<file path="config.mk">
export PLATFORM = sky130hd
export DESIGN_NAME = mux_scan_ctrl
export DESIGN_NICKNAME = d
export VERILOG_FILES = /design/src/rtl/mux_scan_ctrl.sv
export SDC_FILE = /design/constraint.sdc
export NUM_CORES = 1
export LEC_CHECK = 0
export BUFFER_PORTS_ARGS = -buffer_cell sky130_fd_sc_hd__clkbuf_2
export CAP_MARGIN = 20
export CORE_MARGIN = 8
export CORE_UTILIZATION = 53
export DETAILED_ROUTE_END_ITERATION = 8
export PLACE_DENSITY = 0.79
export SLEW_MARGIN = 25
export SYNTH_ARGS = -nofsm -noshare
export SYNTH_HDL_FRONTEND = slang
export SYNTH_SLANG_ARGS = --single-unit
export TNS_END_PERCENT = 30
</file>
<file path="constraint.sdc">
create_clock -name clk -period 2.8 [get_ports clk]
set_clock_uncertainty 0.05 [all_clocks]
set_input_delay 0.28 -clock clk [delete_from_list [all_inputs] [get_ports clk]]
set_output_delay 0.28 -clock clk [all_outputs]
set_load 0.02 [all_outputs]
</file>
<file path="src/rtl/mux_scan_ctrl.sv">
// rtl/mux_scan_ctrl.sv - channel-scan sequencer for an 8:1 mux with valid/ready capture
module mux_scan_ctrl #(
  parameter int WIDTH  = 4,
  parameter int SETTLE = 1
) (
  input  logic             clk,
  input  logic             rst,
  input  logic             start,
  input  logic [7:0]       chan_en,
  input  logic [WIDTH-1:0] mux_y,
  output logic [2:0]       sel,
  output logic [WIDTH-1:0] out_data,
  output logic [2:0]       out_chan,
  output logic             out_valid,
  input  logic             out_ready,
  output logic             busy,
  output logic             done
);

  typedef enum logic [1:0] {S_IDLE, S_SETTLE, S_OUT, S_DONE} state_t;

  localparam logic [3:0] SETTLE_CNT = 4'(SETTLE);

  state_t           state, state_nx;
  logic [7:0]       mask, mask_nx, remain;
  logic [3:0]       cnt, cnt_nx;
  logic [2:0]       sel_nx, chan_nx;
  logic [WIDTH-1:0] data_nx;
  logic             valid_nx;

  // Index of the lowest set bit; lower bits are already consumed, so this is
  // also the next higher channel once the current bit is cleared.
  function automatic logic [2:0] lowest(input logic [7:0] m);
    logic [2:0] idx;
    idx = 3'd0;
    for (int i = 7; i >= 0; i--) begin
      if (m[i]) idx = 3'(i);
    end
    return idx;
  endfunction

  // State and datapath registers, cleared asynchronously so no beat survives reset
  always_ff @(posedge clk or posedge rst) begin
    if (rst) begin
      state     <= S_IDLE;
      mask      <= 8'd0;
      cnt       <= 4'd0;
      sel       <= 3'd0;
      out_data  <= '0;
      out_chan  <= 3'd0;
      out_valid <= 1'b0;
    end else begin
      state     <= state_nx;
      mask      <= mask_nx;
      cnt       <= cnt_nx;
      sel       <= sel_nx;
      out_data  <= data_nx;
      out_chan  <= chan_nx;
      out_valid <= valid_nx;
    end
  end

  // Next-state and next-register decode; everything holds unless a state acts on it
  always_comb begin
    state_nx = state;
    mask_nx  = mask;
    cnt_nx   = cnt;
    sel_nx   = sel;
    data_nx  = out_data;
    chan_nx  = out_chan;
    valid_nx = out_valid;
    remain   = mask & ~(8'd1 << sel);
    case (state)
      S_IDLE: begin
        if (start) begin
          if (chan_en != 8'd0) begin
            mask_nx  = chan_en;
            sel_nx   = lowest(chan_en);
            cnt_nx   = SETTLE_CNT;
            state_nx = S_SETTLE;
          end else begin
            state_nx = S_DONE;
          end
        end
      end
      S_SETTLE: begin
        cnt_nx = cnt - 4'd1;
        if (cnt == 4'd1) begin
          data_nx  = mux_y;
          chan_nx  = sel;
          valid_nx = 1'b1;
          state_nx = S_OUT;
        end
      end
      S_OUT: begin
        if (out_ready) begin
          valid_nx = 1'b0;
          mask_nx  = remain;
          if (remain != 8'd0) begin
            sel_nx   = lowest(remain);
            cnt_nx   = SETTLE_CNT;
            state_nx = S_SETTLE;
          end else begin
            state_nx = S_DONE;
          end
        end
      end
      S_DONE: begin
        sel_nx   = 3'd0;
        state_nx = S_IDLE;
      end
      default: state_nx = S_IDLE;
    endcase
  end

  assign busy = (state == S_SETTLE) || (state == S_OUT);
  assign done = (state == S_DONE);

endmodule

</file>
# [Yosys cells after proc, flatten, opt, wreduce, memory -nomap -nowiden]
# Cells that the tools add are included.
[word_totals] reg_bits=25 input_bits=16 output_inout_bits=13 word_cells=73
[classes] add_sub_neg=1 eq_ne=9 shift=1 muxes=39 bitwise=2 reduce_logical=14
[op_table] op="3-bit two-way mux" n=20
[op_table] op="8-bit two-way mux" n=3
[op_table] op="4-bit two-way mux" n=4
[op_table] op="8-bit one-hot mux with 2 select lines" n=1
[op_table] op="8-bit nonzero test" n=2
[op_table] op="4-bit one-hot mux with 3 select lines" n=1
[op_table] op="2-bit two-way mux" n=5
[op_table] op="2-bit != test (second input constant)" n=5
[op_table] op="5-bit AND reduction" n=2
[op_table] op="3-bit one-hot mux with 3 select lines" n=1
[op_table] op="8-bit bitwise AND" n=1
[op_table] op="8-bit NOT" n=1
[op_table] op="2-bit one-hot mux with 4 select lines" n=1
[op_table] op="1-bit by 3-bit << shifter with 8-bit output (first input constant)" n=1
[op_table] op="3-bit AND reduction" n=2
[op_table] op="3-bit nonzero test" n=2
[op_table] op="2-bit == test (second input constant)" n=2
[op_table] op="4-bit by 1-bit == test with 1-bit output (second input constant)" n=1
[op_table] op="4-bit AND reduction" n=1
[op_table] op="2-bit nonzero test" n=2
[op_table] op="4-bit by 1-bit subtractor with 4-bit output (second input constant)" n=1
[op_table] op="2-bit by 1-bit == test with 1-bit output (second input constant)" n=1
[op_table] op="2-bit logical NOT" n=1
[op_table] op="1-bit two-way mux" n=2
[op_table] op="other kinds (3)" n=3

# [Logic depth before layout (Yosys ltp)]
# Gate-level depths: netlist of run 1.
[logic_depth] depth_word=14 ltp_mapped=10 depth_no_buf=8

# [Least setup slack after synthesis of run 1]
# OpenSTA, ideal clock, no wires.
[synth_path] kind="register to register" start="reg state[0]" end="reg cnt[2]" setup_time_ns=0.128 arrival_time_ns=1.896 t_required_ns=2.622 path_slack_ns=0.726 stages_incl_launch_ff=11 path_buffers=2 period_less_slack_ns=2.074 cell_sequence="dfrtp_1 > inv_1 > ha_1 > buf_2 > nor3b_1 > a31oi_1 > nor4_2 > or3_1 > buf_4 > o21ai_0 > o31ai_1"
[synth_between] elab_chain_len=3 word_cells_on_any_way=10 classes_between="eq/ne: 6; mux: 1; reduce/logical: 3"
[synth_rtl] element="start: declaration" line_no="24" rtl="state_t state, state_nx;"
[synth_rtl] element="start signal: assignment" line_no="53" rtl="state <= state_nx;"
[synth_rtl] element="2-bit == test, or another cell as far along" line_no="73" rtl="case (state)"
[synth_rtl] element="2-bit != test (no source line) or 3-bit nonzero test (tied branches)"
[synth_rtl] element="5-bit AND reduction (no source line)"
[synth_rtl] element="end signal: assignment" line_no="55" rtl="cnt <= cnt_nx;"
[synth_rtl] element="end: declaration" line_no="26" rtl="logic [3:0] cnt, cnt_nx;"
# Parallel ways exist; a longest one is shown, timed or not.
# A chain may end at the register's enable or synchronous reset.

# [Worst setup path after layout of run 1]
[layout_path] start="reg sel[0]" end="reg cnt[3]"
[layout_between] elab_chain_len=6
[layout_rtl] element="start: declaration" line_no="11" rtl="output logic [2:0] sel,"
[layout_rtl] element="start signal: assignment" line_no="56" rtl="sel <= sel_nx;"
[layout_rtl] element="1-bit by 3-bit << shifter with 8-bit output" line_no="72" rtl="remain = mask & ~(8'd1 << sel);"
[layout_rtl] element="8-bit NOT" line_no="72"
[layout_rtl] element="8-bit bitwise AND" line_no="72"
[layout_rtl] element="8-bit nonzero test" line_no="99" rtl="if (remain != 8'd0) begin"
[layout_rtl] element="2-bit != test (no source line)"
[layout_rtl] element="5-bit AND reduction (no source line)"
# No other way between the ends.

==> results of run 1 <==
## area by class of cell
type	instances	share of cell area, %
Multi-Input combinational cell	121	48.0
Sequential cell	25	36.0
Timing Repair Buffer	31	9.50
Inverter	12	2.59
Tap cell	31	2.23
Clock buffer	3	1.29
Clock inverter	1	0.432
## report_power, final
group,leakage [nW],switching (mW),internal [mW]
registers,0.305,0.210,0.533
logic,0.493,0.686,0.549
clock network,0.0139,0.126,0.0550
## metrics by stage
step	hold WS [ps]	area [sq um]	std cells
2_1_floorplan	257	1550	167
3_3_place_gp	441	1700	219
3_5_place_dp	447	1700	219
4_1_cts	91.8	1730	223
5_1_grt	94.5	1740	224
6_report	94.7	1740	224
## kinds of logic (layout without fill, tap and decap cells)
family	Yosys count	count (layout)	synth area share, %
mux	15	15	10.9
buf+inv	21	47	6.04
compound gates	50	50	21.7
fa+ha+maj	6	6	4.83
flops	25	25	40.3
simple gates	50	50	16.3
## worst max path at each step
stage | startpoint | end | slack (ps)
after floorplan | state[0] | cnt[2] | 730
after global placement | sel[0] | cnt[3] | 620
after detailed placement | sel[0] | cnt[3] | 490
after CTS | sel[0] | cnt[3] | 460
after global routing | state[0] | cnt[2] | 290
final | sel[0] | cnt[3] | 440
## flip-flops by register name, summed over array words and instances, names as in the netlist
signal / cells
out_data: 4
cnt: 4
out_chan: 3
out_valid: 1
sel: 3
state: 2
mask: 8
## cells in the mapped netlist (4+ instances only)
cell	count
nor2b_1	7
nor2_1	10
nor3_1	5
o31ai_1	6
ha_1	6
nand2_1	15
a22o_1	7
inv_1	12
dfrtp_1	25
clkbuf_1	4
mux2_2	10
o21ai_0	15
a21oi_1	9
## metal layers
layer	wire length, microns	part of all wire [%]	GRT usage [%]	vias to the layer above
li1	-	-	-	654
met1	1730	46	20.5	653
met2	1730	46	24.7	60
met3	230	6.1	3.81	13
met4	72	1.9	5.80	0
met5	0	0	0	-
## critical path: stages (launching register included)
cell and delay (ps):
dfrtp_1 710, mux2_1 370, o22a_1 190, nor4_2 350
or3_1 310, o21ai_2 90, a22o_1 180
==> flow_metrics.py, run 1 <==
metrics = {
    "worst_setup_path": {
        "critical_path_required_ps": 3010,
        "reg2regPathDepth": 6,
        "critPathArrivalTime_ps": 2570,
        "ff2ff_setup_slack_ps": 440,
        "r2r_end": "cnt[3]",
        "end_kind": "register",
        "crit_type": "reg2reg",
        "startpoint_type": "register",
        "reg2reg_from": "sel[0]",
        "cp_max_fo": 15,
    },
    "synth": {
        "syn_area_sq_mm": 0.00155,
        "post-synth-top-area-cell": "dfrtp_1",
        "synth_ff_type": "dfrtp_1",
        "synthArstFlopShare_pct": 100,
        "synth-seq-cells": 25,
        "yosysWarnings": 0,
        "synthDistinctLibCells": 37,
        "synth_top_area_share_pct": 40.3,
        "syn-num-nets": 189,
        "syn-instance-count": 167,
        "ys_seq_area_share_pct": 40.3,
        "synth_area_per_cell_sq_um": 9.31,
        "synth_area_leaders": "dfrtp_1, mux2_2, ha_1",
        "synth_edf_count": 0,
    },
    "place": {
        "port-buffer-count": 28,
        "place.gp.congestion": 0.888,
        "dp_hpwl_microns": 2860,
        "post-place-ws_ps": 492,
    },
    "cells_and_area": {
        "drive_gt1_share_pct": 25.4,
        "antenna_cells": 0,
        "area_growth_syn_to_layout_pct": 11.9,
        "final_cell_mix": "clkbuf_2, dfrtp_1, nand2_1, o21ai_0, inv_1",
        "final_common_cell": "clkbuf_2",
        "nets": 216,
        "regArea_sq_um": 626,
        "fillers": 250,
        "multi_input_area_sq_um": 835,
        "fin_util_pct": 62.5,
    },
    "timing": {
        "finalCritPeriodShare_pct": 84.1,
        "setup_ws_ps": 444,
        "maxSlewViolCount": 0,
        "worstMarginPinSlew_ps": 609,
        "fmax_mhz": 424,
        "period_minus_slack_ps": 2360,
        "relSlewSlack_pct": 59.3,
        "setup_viol": 0,
        "rsz0062_at_grt": "false",
        "hold_viol_final": 0,
        "setup_tns_ps": 0,
    },
    "worst_hold_path": {
        "holdCritStartpoint": "mux_y[1]",
        "hold_path.class": "in2reg",
        "min_to": "out_data[1]",
        "hold_depth": 2,
    },
    "drt": {
        "wl_per_cell_microns": 16.8,
        "vias_per_cell": 6.16,
        "dr.pass1.iters": 4,
        "totalWireLength_microns": 3760,
        "drc": 0,
        "vias": 1380,
        "postRouteAntennaNets": 0,
        "drt_iter0_drc": 99,
    },
    "power": {
        "power.density_mw_per_mm2": 1240,
        "vdd_drop_max_mv": 0.819,
        "p_total_mw": 2.16,
        "leakage_nw": 0.811,
    },
    "global_route": {
        "grt_pass1_wl_microns": 6530,
        "grt_max_degree": 26,
        "grt_pass1_vias": 1430,
        "grt_antenna_before_repair": 0,
        "grt-ovfl-total": 0,
        "grt_use_total_pct": 15.8,
    },
    "floorplanning": {
        "dieArea_sq_mm": 0.00492,
        "dieHeight_microns": 70.2,
        "rows": 19,
        "die-width_microns": 70.2,
        "pin_count": 29,
        "initial_core_util_pct": 55.9,
        "core_sq_mm": 0.00278,
    },
    "cts": {
        "clockBufferDepth": 2,
        "h-tree-depth": 1,
        "cts_resized": 0,
        "cts_setup_buffers": 0,
        "cts_root_buf": "clkbuf_4",
        "cts_hold_buf": 0,
        "path_clk_slew_ps": 160,
        "clk_latency_ps": 350,
        "cts_sinks": 25,
        "numCtsBuffers": 3,
        "cts_tree": "done",
    },
    "job": {
        "maxCapViolations": 0,
    },
    "run_status": {
        "status": "complete, no violations",
    },
}
Note: power is estimated with default switching activity, not from simulation.
==> run 2, diff against run 1 <==
clock period = 2.45 ns   (was 2.8 ns; I/O delays follow)
==> run 2 against run 1 <==
Fmax up 2.8%. Clock-buffer cell count unchanged. Sequential share of layout area down 0.41 points. Routed wire length up 3.7%. Register-to-register slack worse by 290 ps. Clock power up 9.9%. Final area up 1.2%. First-iteration DRC count up 20%. Critical path depth up 1. Utilization up 0.72 points. Largest power group unchanged. Highest routed layer unchanged.
==> flow_metrics.py, run 2 (same netlist as run 1, synthesis figures left out) <==
metrics = {
    "worst_setup_path": {
        "crit_type": "reg2reg",
        "cp_max_fo": 9,
        "critPathArrivalTime_ps": 2470,
        "reg2reg_from": "state[0]",
        "critical_path_required_ps": 2620,
        "startpoint_type": "register",
        "cp-startpoint": "state[0]",
        "end_kind": "register",
    },
    "drt": {
        "top_layer": "met4",
        "drt_iter0_drc": 119,
        "wl_met1_microns": 1780,
        "dr.pass1.iters": 4,
        "drc": 0,
        "vias": 1391,
        "vias_per_cell": 6.15,
        "postRouteAntennaNets": 0,
        "wl_met2_microns": 1820,
        "wl_per_cell_microns": 17.3,
        "wl_met3_microns": 268,
        "totalWireLength_microns": 3900,
    },
    "global_route": {
        "grt-ovfl-total": 0,
        "grt_pass1_wl_microns": 6580,
        "grt_use_total_pct": 15.6,
        "grt_max_degree": 26,
        "grt_antenna_before_repair": 0,
        "grt_pass1_vias": 1393,
    },
    "place": {
        "place_area_sq_mm": 0.00171,
        "place.gp.congestion": 0.943,
        "dp.cells": 221,
        "port-buffer-count": 28,
        "dp_hpwl_microns": 2900,
    },
    "timing": {
        "relSlewSlack_pct": 60.9,
        "setup_viol": 0,
        "rsz0062_at_grt": "false",
        "fmax_mhz": 436,
        "setup_tns_ps": 0,
        "worstMarginPinSlew_ps": 585,
        "period_minus_slack_ps": 2290,
        "finalCritPeriodShare_pct": 93.5,
        "maxSlewViolCount": 0,
        "hold_viol_final": 0,
        "whs_ps": 80.2,
    },
    "floorplanning": {
        "rows": 19,
        "die-width_microns": 70.2,
        "pin_count": 29,
        "dieHeight_microns": 70.2,
        "core_sq_mm": 0.00278,
        "dieArea_sq_mm": 0.00492,
        "initial_core_util_pct": 55.9,
    },
    "power": {
        "power.density_mw_per_mm2": 1430,
        "leakage_nw": 0.821,
        "p_total_mw": 2.51,
        "vdd_drop_max_mv": 1.10,
    },
    "worst_hold_path": {
        "hold_path.class": "in2reg",
        "holdCritStartpoint": "mux_y[0]",
    },
    "cts": {
        "cts_setup_buffers": 0,
        "numCtsBuffers": 3,
        "h-tree-depth": 1,
        "path_clk_slew_ps": 160,
        "cts_tree": "done",
        "cts_sinks": 25,
        "clk_latency_ps": 330,
        "cts_root_buf": "clkbuf_4",
        "clockBufferDepth": 2,
    },
    "cells_and_area": {
        "nets": 218,
        "largest_reg_flops": 8,
        "instances_no_fill": 226,
        "stdcell_area_sq_mm": 0.00176,
        "final_cell_mix": "clkbuf_2, dfrtp_1, nand2_1, o21ai_0, inv_1",
        "drive_gt1_share_pct": 26.7,
        "final_common_cell": "clkbuf_2",
        "top_register": "mask",
        "area_growth_syn_to_layout_pct": 13.2,
        "reg_top3": "mask (8), cnt (4), out_data (4)",
        "antenna_cells": 0,
    },
    "run_status": {
        "status": "complete, no violations",
    },
    "job": {
        "maxCapViolations": 0,
    },
}
## run 2: cell types whose count changed in the layout (fill, tap and decap cells not counted)
cell,previous run,this run
or3_4,0,1
buf_4,2,4
or3_1,2,1
## run 2: area by class of cell
| type | instances | area, sq um |
|---|---|---|
| repair buffers | 33 | 180 |
| fillers | 242 | 1020 |
| well taps | 31 | 38.8 |
| inverters | 12 | 45.0 |
| flip-flops and latches | 25 | 626 |
| multi-input cells | 121 | 840 |
| clock inverters | 1 | 7.51 |
| clock buffers | 3 | 22.5 |
## run 2: through the flow
stage	utilization (%)	setup WS (ps)
5_1_grt	63.2	1.42
4_1_cts	62.7	172
3_3_place_gp	61.6	292
2_1_floorplan	-	376
3_5_place_dp	61.6	194
6_report	63.2	159
## run 2: metal layers
layer	track usage, %	up-vias
met5	0	-
met4	4.02	0
met3	3.95	4
met2	24.9	59
met1	20.5	671
li1	-	657
## run 2: path summary, 6_finish.rpt
check | slack [ps] | to | depth (start not counted)
setup / recovery | 160 | sel[0] | 7
hold / removal | 80 | out_data[0] | 2
setup reg to reg | 160 | sel[0] | 7
hold reg to reg | 480 | out_chan[1] | 1
max in group asynchronous | 1550 | mask[4] | 3
min in group asynchronous | 440 | out_data[0] | 3
## run 2: what timing repair did
item / CTS / global route
endpoints found under the setup margin: 0 / 1
hold buffers: 0 / 1
endpoints found under the hold margin: 0 / 25
gates resized for setup: 0 / 1
## run 2: report_power, final
| group | switching (mW) | leakage (nW) | internal (mW) | total (mW) |
|---|---|---|---|---|
| logic | 0.816 | 0.502 | 0.659 | 1.48 |
| registers | 0.224 | 0.305 | 0.610 | 0.834 |
| clock network | 0.137 | 0.0139 | 0.0624 | 0.199 |
## run 2: critical path, cell delays in order (launching register included)
cell     delay, ps
dfrtp_1        450
inv_1          100
ha_1           330
nor2b_1        260
nor2b_1         70
a21oi_1        350
or3_1          230
mux2_2         340
